===== config.mk =====
export PLATFORM = sky130hd
export DESIGN_NAME = fp_norm_shift_seq
export DESIGN_NICKNAME = d
export VERILOG_FILES = /design/src/rtl/fp_norm_shift_seq.sv
export SDC_FILE = /design/constraint.sdc
export NUM_CORES = 1
export LEC_CHECK = 0
export CORE_MARGIN = 2
export CORE_UTILIZATION = 25
export DETAILED_ROUTE_END_ITERATION = 16
export SLEW_MARGIN = 10
export SYNTH_ARGS = -nofsm -noshare
export SYNTH_HDL_FRONTEND = slang
export SYNTH_SLANG_ARGS = --single-unit

===== constraint.sdc =====
create_clock -name clk -period 2.1 [get_ports clk]
set_input_delay 0.42 -clock clk [delete_from_list [all_inputs] [get_ports clk]]
set_output_delay 0.42 -clock clk [all_outputs]
set_load 0.05 [all_outputs]

===== src/rtl/fp_norm_shift_seq.sv =====
// Sequential pre-normalizer: left-shifts the raw add-stage sum until its MSB is set.
// Optional macro FP_NORM_DUAL_SHIFT_EN allows two-bit shifts per cycle when safe.
//
// state   | meaning
// S_IDLE  | ready to accept a new sum/exponent pair
// S_SHIFT | shifting working sum toward bit SUM_W-1
// S_DONE  | result presented, waiting for downstream to accept
module fp_norm_shift_seq #(
   parameter int SUM_W     = 9,
   parameter int SHIFT_W   = 3,
   parameter int MAX_SHIFT = 7
) (
   input  logic               clk,
   input  logic               rst_n,
   input  logic               in_valid,
   output logic               in_ready,
   input  logic [SUM_W-1:0]   sum_in,
   input  logic [2:0]         cexp_in,
   output logic               out_valid,
   input  logic               out_ready,
   output logic [SUM_W-1:0]   pssum,
   output logic [SHIFT_W-1:0] shift,
   output logic [2:0]         cexp_out,
   output logic               zero_sum,
   output logic               sat
);

   typedef enum logic [1:0] {S_IDLE, S_SHIFT, S_DONE} state_t;

   state_t               state_q, state_d;
   logic [SUM_W-1:0]     work_q, work_d;
   logic [SHIFT_W-1:0]   cnt_q, cnt_d;
   logic [2:0]           cexp_q, cexp_d;
   logic                 zero_q, zero_d;
   logic                 sat_q, sat_d;

`ifdef FP_NORM_DUAL_SHIFT_EN
   logic [SHIFT_W:0]     remain;
   // Shifts still available before saturation; cnt_q never exceeds MAX_SHIFT.
   assign remain = (SHIFT_W+1)'(MAX_SHIFT) - {1'b0, cnt_q};
`endif

   always_ff @(posedge clk or negedge rst_n) begin
      if (!rst_n) begin
         state_q <= S_IDLE;
         work_q  <= '0;
         cnt_q   <= '0;
         cexp_q  <= '0;
         zero_q  <= 1'b0;
         sat_q   <= 1'b0;
      end else begin
         state_q <= state_d;
         work_q  <= work_d;
         cnt_q   <= cnt_d;
         cexp_q  <= cexp_d;
         zero_q  <= zero_d;
         sat_q   <= sat_d;
      end
   end

   always_comb begin
      state_d   = state_q;
      work_d    = work_q;
      cnt_d     = cnt_q;
      cexp_d    = cexp_q;
      zero_d    = zero_q;
      sat_d     = sat_q;
      in_ready  = 1'b0;
      out_valid = 1'b0;
      case (state_q)
         S_IDLE: begin
            in_ready = 1'b1;
            if (in_valid) begin
               work_d  = sum_in;
               cexp_d  = cexp_in;
               cnt_d   = '0;
               zero_d  = 1'b0;
               sat_d   = 1'b0;
               state_d = S_SHIFT;
            end
         end
         S_SHIFT: begin
            if (work_q == '0) begin
               zero_d  = 1'b1;
               cnt_d   = '0;
               work_d  = '0;
               state_d = S_DONE;
            end else if (work_q[SUM_W-1]) begin
               state_d = S_DONE;
            end else if (cnt_q == SHIFT_W'(MAX_SHIFT)) begin
               sat_d   = 1'b1;
               state_d = S_DONE;
            end else begin
`ifdef FP_NORM_DUAL_SHIFT_EN
               // MSB already known clear; two-bit step only if the next bit is clear too.
               if (!work_q[SUM_W-2] && remain >= (SHIFT_W+1)'(2)) begin
                  work_d = work_q << 2;
                  cnt_d  = cnt_q + SHIFT_W'(2);
               end else begin
                  work_d = work_q << 1;
                  cnt_d  = cnt_q + SHIFT_W'(1);
               end
`else
               work_d = work_q << 1;
               cnt_d  = cnt_q + SHIFT_W'(1);
`endif
            end
         end
         S_DONE: begin
            out_valid = 1'b1;
            if (out_ready) state_d = S_IDLE;
         end
         default: state_d = S_IDLE;
      endcase
   end

   assign pssum    = work_q;
   assign shift    = cnt_q;
   assign cexp_out = cexp_q;
   assign zero_sum = zero_q;
   assign sat      = sat_q;

endmodule

==> flow_metrics.py, run 1 <==
metrics = {
    "outcome": {
        "outcome": "complete, no violations",
    },
    "logic_synthesis": {
        "synth_top_family_by_area": "multiplexers",
        "yosys.area_share.simple_pct": 12.5,
        "syn_inst": 75,
        "synth_xor_area_share_pct": 0,
        "syn_area_per_cell_um2": 12.4,
        "synth_cell_type_count": 24,
        "syn_area_um2": 932,
        "synth_mux_area_share_pct": 16.6,
        "syn_nets": 93,
        "synth_warnings": 0,
        "ys_seq_area_share_pct": 51.0,
        "synth_compound_area_share_pct": 13.6,
        "synth-seq-cells": 19,
        "synthAdderAreaFrac_pct": 2.68,
    },
    "critical_path": {
        "crit_fanout": 8,
        "setup.worst_path.start_class": "primary input",
        "cpPeakStageDelay_ns": 0.50,
        "arrival_ns": 2.10,
        "critical_path_required_ns": 2.24,
        "crit_slowest_cell": "clkdlybuf4s50_1",
        "path_class": "primary input to flop",
        "endpoint_kind": "flop",
        "rr_worst_depth": 5,
        "path_cells": "clkdlybuf4s50_1, or2b_1, a21o_1, a31oi_2, buf_4, mux2_2",
    },
    "timing": {
        "fin_crit_ns": 1.97,
        "timing.fmax_ghz": 0.509,
        "final-hold-violation-count": 0,
        "finalSetupViolations": 0,
        "fin_crit_sh_pct": 93.6,
        "timing.final.max_slew_violations": 0,
        "maxSlewHeadroom_pct": 64.7,
        "worst_clock_skew_ns": 0.00603,
        "rsz0062_at_grt": "no",
        "setup_slack_ns": 0.134,
        "worst_pin_slew_ns": 0.528,
    },
    "grt": {
        "grt_max_degree": 20,
        "grt_pass1_vias": 801,
        "grt_usage_pct": 11.7,
        "antenna_found_initial": 0,
        "grt_pass1_wl_mm": 3.89,
        "grt_overflow": 0,
    },
    "floorplan": {
        "start_util_pct": 25.7,
        "coreArea_um2": 3630,
        "die-area_um2": 4230,
        "ioPinCount": 35,
        "die_y_um": 65.1,
        "die_x_um": 65.1,
        "rows": 22,
    },
    "power": {
        "power.switching_mw": 1.15,
        "intPower_mw": 1.23,
        "p_comb_share_pct": 60.5,
        "power_density_nw_per_um2": 1710,
        "swShare_pct": 48.3,
        "ir_drop_mv": 0.923,
        "power.leakage_nw": 0.599,
        "fin_total_pwr_mw": 2.37,
        "clockPowerShare_pct": 10.6,
        "p_seq_share_pct": 28.9,
    },
    "cells_and_area": {
        "n_antenna_cell": 0,
        "layout-drive-gt1-share_pct": 23.3,
        "synthToLayoutAreaGrowth_pct": 48.9,
        "final_cells": 164,
        "fin_util_pct": 38.2,
        "n_fill_cell": 362,
        "nNetsFinal": 135,
    },
    "clock_network": {
        "post_cts_buffers": 0,
        "clockBufferDepth": 2,
        "cts_tree": "yes",
        "clkLatencyLatePin_ns": 0.25,
        "cts_inserted_buffers": 3,
        "hold_buffers": 0,
        "cts_resized": 0,
        "clkSinkCount": 19,
        "clockRootBuffer": "clkbuf_8",
        "cts.htree.levels": 1,
        "path_clk_slew_ns": 0.07,
    },
    "drt": {
        "vias_per_cell": 4.55,
        "antenna_left": 0,
        "drc": 0,
        "wl_mm": 2.25,
        "vias": 747,
        "drt_iter0_markers": 32,
        "first_pass_iters": 4,
        "wl_per_cell_um": 13.7,
    },
    "min_path": {
        "hold_path_class": "primary input to async pin",
    },
    "placement": {
        "io_buffers": 34,
        "place_inst": 160,
        "place.gp.congestion": 0.804,
        "hpwl_mm": 1.70,
        "dp_slack_ns": -0.115,
    },
    "flow_run": {
        "max_cap_violations": 0,
    },
}
## critical path, delay by kind of cell
| kind | cells | cell delay (ns) |
|---|---|---|
| and+or+nand+nor | 1 | 0.26 |
| AOI/OAI and AO/OA | 2 | 0.38 |
| buffers and inverters | 2 | 0.71 |
| muxes | 1 | 0.34 |
## layout make-up
type	instances	area [µm²]	share of cell area, %
Clock buffer	4	45.0	3.25
Inverter	3	11.3	0.812
Sequential cell	19	475	34.3
Timing Repair Buffer	39	373	26.9
Multi-Input combinational cell	51	423	30.5
Tap cell	48	60.1	4.33
## power groups by stage
stage,Sequential [mW],Combinational (mW),Clock (mW)
2_1_floorplan,1.15,0.510,0
4_1_cts,0.686,1.45,0.264
3_5_place_dp,0.691,1.44,0
5_1_grt,0.717,1.52,0.277
6_report,0.685,1.43,0.252
3_3_place_gp,0.689,1.42,0
## Yosys cell counts
library cell	number	share of area, %
or2b_1	2	1.6
nor3_4	1	1.7
nor2_1	2	0.81
a21o_1	1	0.81
dfrtp_1	19	51
a31oi_1	1	0.67
inv_1	3	1.2
mux2_2	12	14
a21oi_1	3	1.6
nand2b_1	1	0.67
and2b_1	1	0.81
mux2i_1	2	2.1
a22o_1	7	6.6
buf_6	2	2.4
a31oi_2	1	1.3
ha_1	2	2.7
o21ai_0	1	0.54
a22o_2	1	1.1
nor4_1	2	1.3
a221oi_1	1	0.94
nand2_1	6	2.4
nand3b_1	1	0.81
and3_2	2	1.6
nor2b_1	1	0.67
## layer usage
layer  GRT usage (%)  wire length [µm]  vias up
li1                -                 -      358
met1            16.0              1100      367
met2            19.1              1050       20
met3            3.30                90        2
met4            1.56                14        0
met5               0                 0        -
## state kept, by name (all words and copies together) (netlist names)
name      count
pssum         9
cexp_out      3
shift         3
state_q       2
sat           1
zero_sum      1
## cells in the final DEF (no fill, tap or decap), drive strengths merged
| cell type | count |
|---|---|
| mux2 | 12 |
| clkdlybuf4s50 | 32 |
| and2b | 1 |
| nand2b | 1 |
| clkbuf | 4 |
| nand2 | 6 |
| a22o | 8 |
| a31oi | 2 |
| dfrtp | 19 |
| or2b | 2 |
| nand3b | 1 |
| ha | 2 |
| o21ai | 1 |
| a221oi | 1 |
| nor3 | 1 |
| buf | 7 |
| a21o | 1 |
| nor2 | 2 |
| a21oi | 3 |
| mux2i | 2 |
| inv | 3 |
| nor2b | 1 |
| nor4 | 2 |
| and3 | 2 |
## metrics by stage
stage	hold WS [ns]	cell area, µm²	TNS, ns
after detailed placement	0.497	1340	-0.917
after floorplan	0.124	932	0
after global placement	0.480	1340	-0.308
after global routing	0.520	1390	0
final	0.500	1390	0
after CTS	0.507	1390	0
## worst paths after layout
check	start	endpoint	slack [ns]
setup / recovery	in_valid	pssum[2]	0.13
hold / removal	rst_n	pssum[4]	0.50
setup reg to reg	pssum[6]	pssum[2]	0.17
hold reg to reg	cexp_out[2]	cexp_out[2]	0.51
max in group asynchronous	rst_n	pssum[2]	1.39
min in group clk	cexp_out[2]	cexp_out[2]	0.51
## cells by family after synthesis
kind of cell | Yosys count
AND/OR/NAND/NOR | 19
buffers and inverters | 5
multiplexers | 14
flip-flops | 19
AO/OA/AOI/OAI | 16
adder cells (fa/ha/maj) | 2
No activity file was read; power rests on OpenSTA's default activity.
==> run 2, diff against run 1 <==
Settings changed: GPL_TIMING_DRIVEN set to 0.
==> flow_metrics.py, run 2 (same netlist as run 1, synthesis figures left out) <==
metrics = {
    "clock_network": {
        "path_clk_slew_ns": 0.08,
        "clockRootBuffer": "clkbuf_8",
        "clockBufferDepth": 2,
        "cts_inserted_buffers": 3,
        "clkLatencyLatePin_ns": 0.26,
        "cts_tree": "yes",
        "cts.htree.levels": 1,
        "clkSinkCount": 19,
        "hold_buffers": 0,
    },
    "cells_and_area": {
        "n_fill_cell": 374,
        "layout-drive-gt1-share_pct": 23.3,
        "mostFrequentLayoutCell": "clkdlybuf4s50_1",
        "final_cells": 164,
        "nNetsFinal": 135,
        "n_antenna_cell": 0,
        "final_cell_mix": "clkdlybuf4s50_1, dfrtp_1, mux2_2",
        "synthToLayoutAreaGrowth_pct": 50.7,
        "largest_reg_flops": 9,
    },
    "timing": {
        "maxSlewHeadroom_pct": 44.4,
        "worst_pin_slew_ns": 0.831,
        "rsz0062_at_grt": "no",
        "fin_hold_ws_ns": 0.507,
        "final-hold-violation-count": 0,
        "setup_slack_ns": 0.0965,
        "timing.fmax_ghz": 0.499,
        "fin_crit_ns": 2.00,
        "timing.final.max_slew_violations": 0,
        "fin_crit_sh_pct": 95.4,
        "finalSetupViolations": 0,
        "tns_ns": 0,
        "worst_clock_skew_ns": 0.0105,
    },
    "drt": {
        "first_pass_iters": 4,
        "wl_per_cell_um": 13.3,
        "vias": 753,
        "vias_per_cell": 4.59,
        "antenna_left": 0,
        "wl_mm": 2.18,
        "drc": 0,
        "drt_iter0_markers": 27,
    },
    "floorplan": {
        "die-area_um2": 4230,
        "rows": 22,
        "die_y_um": 65.1,
        "coreArea_um2": 3630,
        "die_x_um": 65.1,
        "ioPinCount": 35,
        "start_util_pct": 25.7,
    },
    "critical_path": {
        "crit_fanout": 10,
        "endpoint_kind": "flop",
        "path_cells": "nor4_1, nand3b_1, a31oi_2, buf_6, mux2_2",
        "setup.reg_to_reg.worst_slack_ns": 0.1,
        "arrival_ns": 2.14,
        "crit_slowest_cell": "dfrtp_1",
        "cpPeakStageDelay_ns": 0.41,
        "critical_path_required_ns": 2.24,
        "setup.worst_path.start_class": "flop",
        "path_class": "flop to flop",
    },
    "flow_run": {
        "max_cap_violations": 0,
    },
    "min_path": {
        "hold_path_class": "flop to flop",
    },
    "placement": {
        "place.gp.congestion": 0.714,
        "hpwl_mm": 1.61,
        "place_inst": 157,
        "io_buffers": 34,
        "dp_slack_ns": -0.108,
    },
    "grt": {
        "grt_overflow": 0,
        "grt_max_degree": 20,
        "grt_usage_pct": 11.0,
        "antenna_found_initial": 0,
        "grt_pass1_wl_mm": 3.60,
        "grt_pass1_vias": 737,
        "gr-usage-met2_pct": 17.7,
        "busiest_layer": "met2",
        "grtUsageMet1_pct": 13.8,
        "grt_use_met3_pct": 5.03,
    },
    "power": {
        "power_density_nw_per_um2": 1690,
        "ir_drop_mv": 0.715,
        "power.leakage_nw": 0.605,
        "fin_total_pwr_mw": 2.37,
    },
    "outcome": {
        "outcome": "complete, no violations",
    },
}
[run 2: changes by cell type in the layout (fill, tap and decap cells not counted)]
cell,before,now
nor4_2,0,1
buf_6,0,2
clkinv_2,0,1
dlygate4sd2_1,0,2
clkbuf_1,1,0
buf_4,7,3
nor4_1,2,1
[run 2: repair_timing]
action | 4_1_cts | 5_1_grt
gates resized for setup | 2 | 1
setup buffers | 0 | 3
setup endpoints to repair | 2 | 8
pin swaps | 0 | 1
[run 2: power breakdown]
part / leakage (nW) / switching [mW] / total, mW / internal [mW]
logic: 0.344 / 0.863 / 1.43 / 0.563
clock network: 0.0255 / 0.126 / 0.258 / 0.132
registers: 0.236 / 0.164 / 0.689 / 0.526
total: 0.605 / 1.15 / 2.37 / 1.22
[run 2: worst paths after layout]
kind,from,endpoint,depth (start not counted)
setup / recovery,pssum[6],pssum[2],5
hold / removal,cexp_out[2],cexp_out[2],1
setup reg to reg,pssum[6],pssum[2],5
hold reg to reg,cexp_out[2],cexp_out[2],1
max in group asynchronous,rst_n,pssum[0],1
min in group asynchronous,rst_n,pssum[6],1
[run 2: metrics by stage]
| stage | util [%] | area (µm²) |
|---|---|---|
| CTS | 37.9 | 1380 |
| detailed placement | 36.7 | 1330 |
| global route | 38.7 | 1410 |
| floorplan | - | 932 |
| global placement | 36.7 | 1330 |
| finish | 38.7 | 1410 |
[run 2: routing by layer]
layer	wire [µm]	vias to the layer above
li1	-	361
met1	945	360
met2	1060	28
met3	158	4
met4	19	0
met5	0	-
[run 2: area by class of cell]
class                      count  area [µm²]  area share (%)
clock buffer                   3        41.3            2.94
timing repair buffer          37         360            25.6
clock inverter                 1        5.00           0.356
multi-input combinational     51         429            30.5
tap                           48        60.1            4.27
sequential                    19         475            33.8
inverter                       3        11.3           0.801
buffer                         2        22.5            1.60
[run 2: worst max-delay path: cells and delay by family (launching register included)]
kind,cells,cell delay [ns]
buffers and inverters,1,0.19
multiplexers,1,0.34
AND/OR/NAND/NOR,2,0.64
flip-flops,1,0.41
AO/OA/AOI/OAI,1,0.29
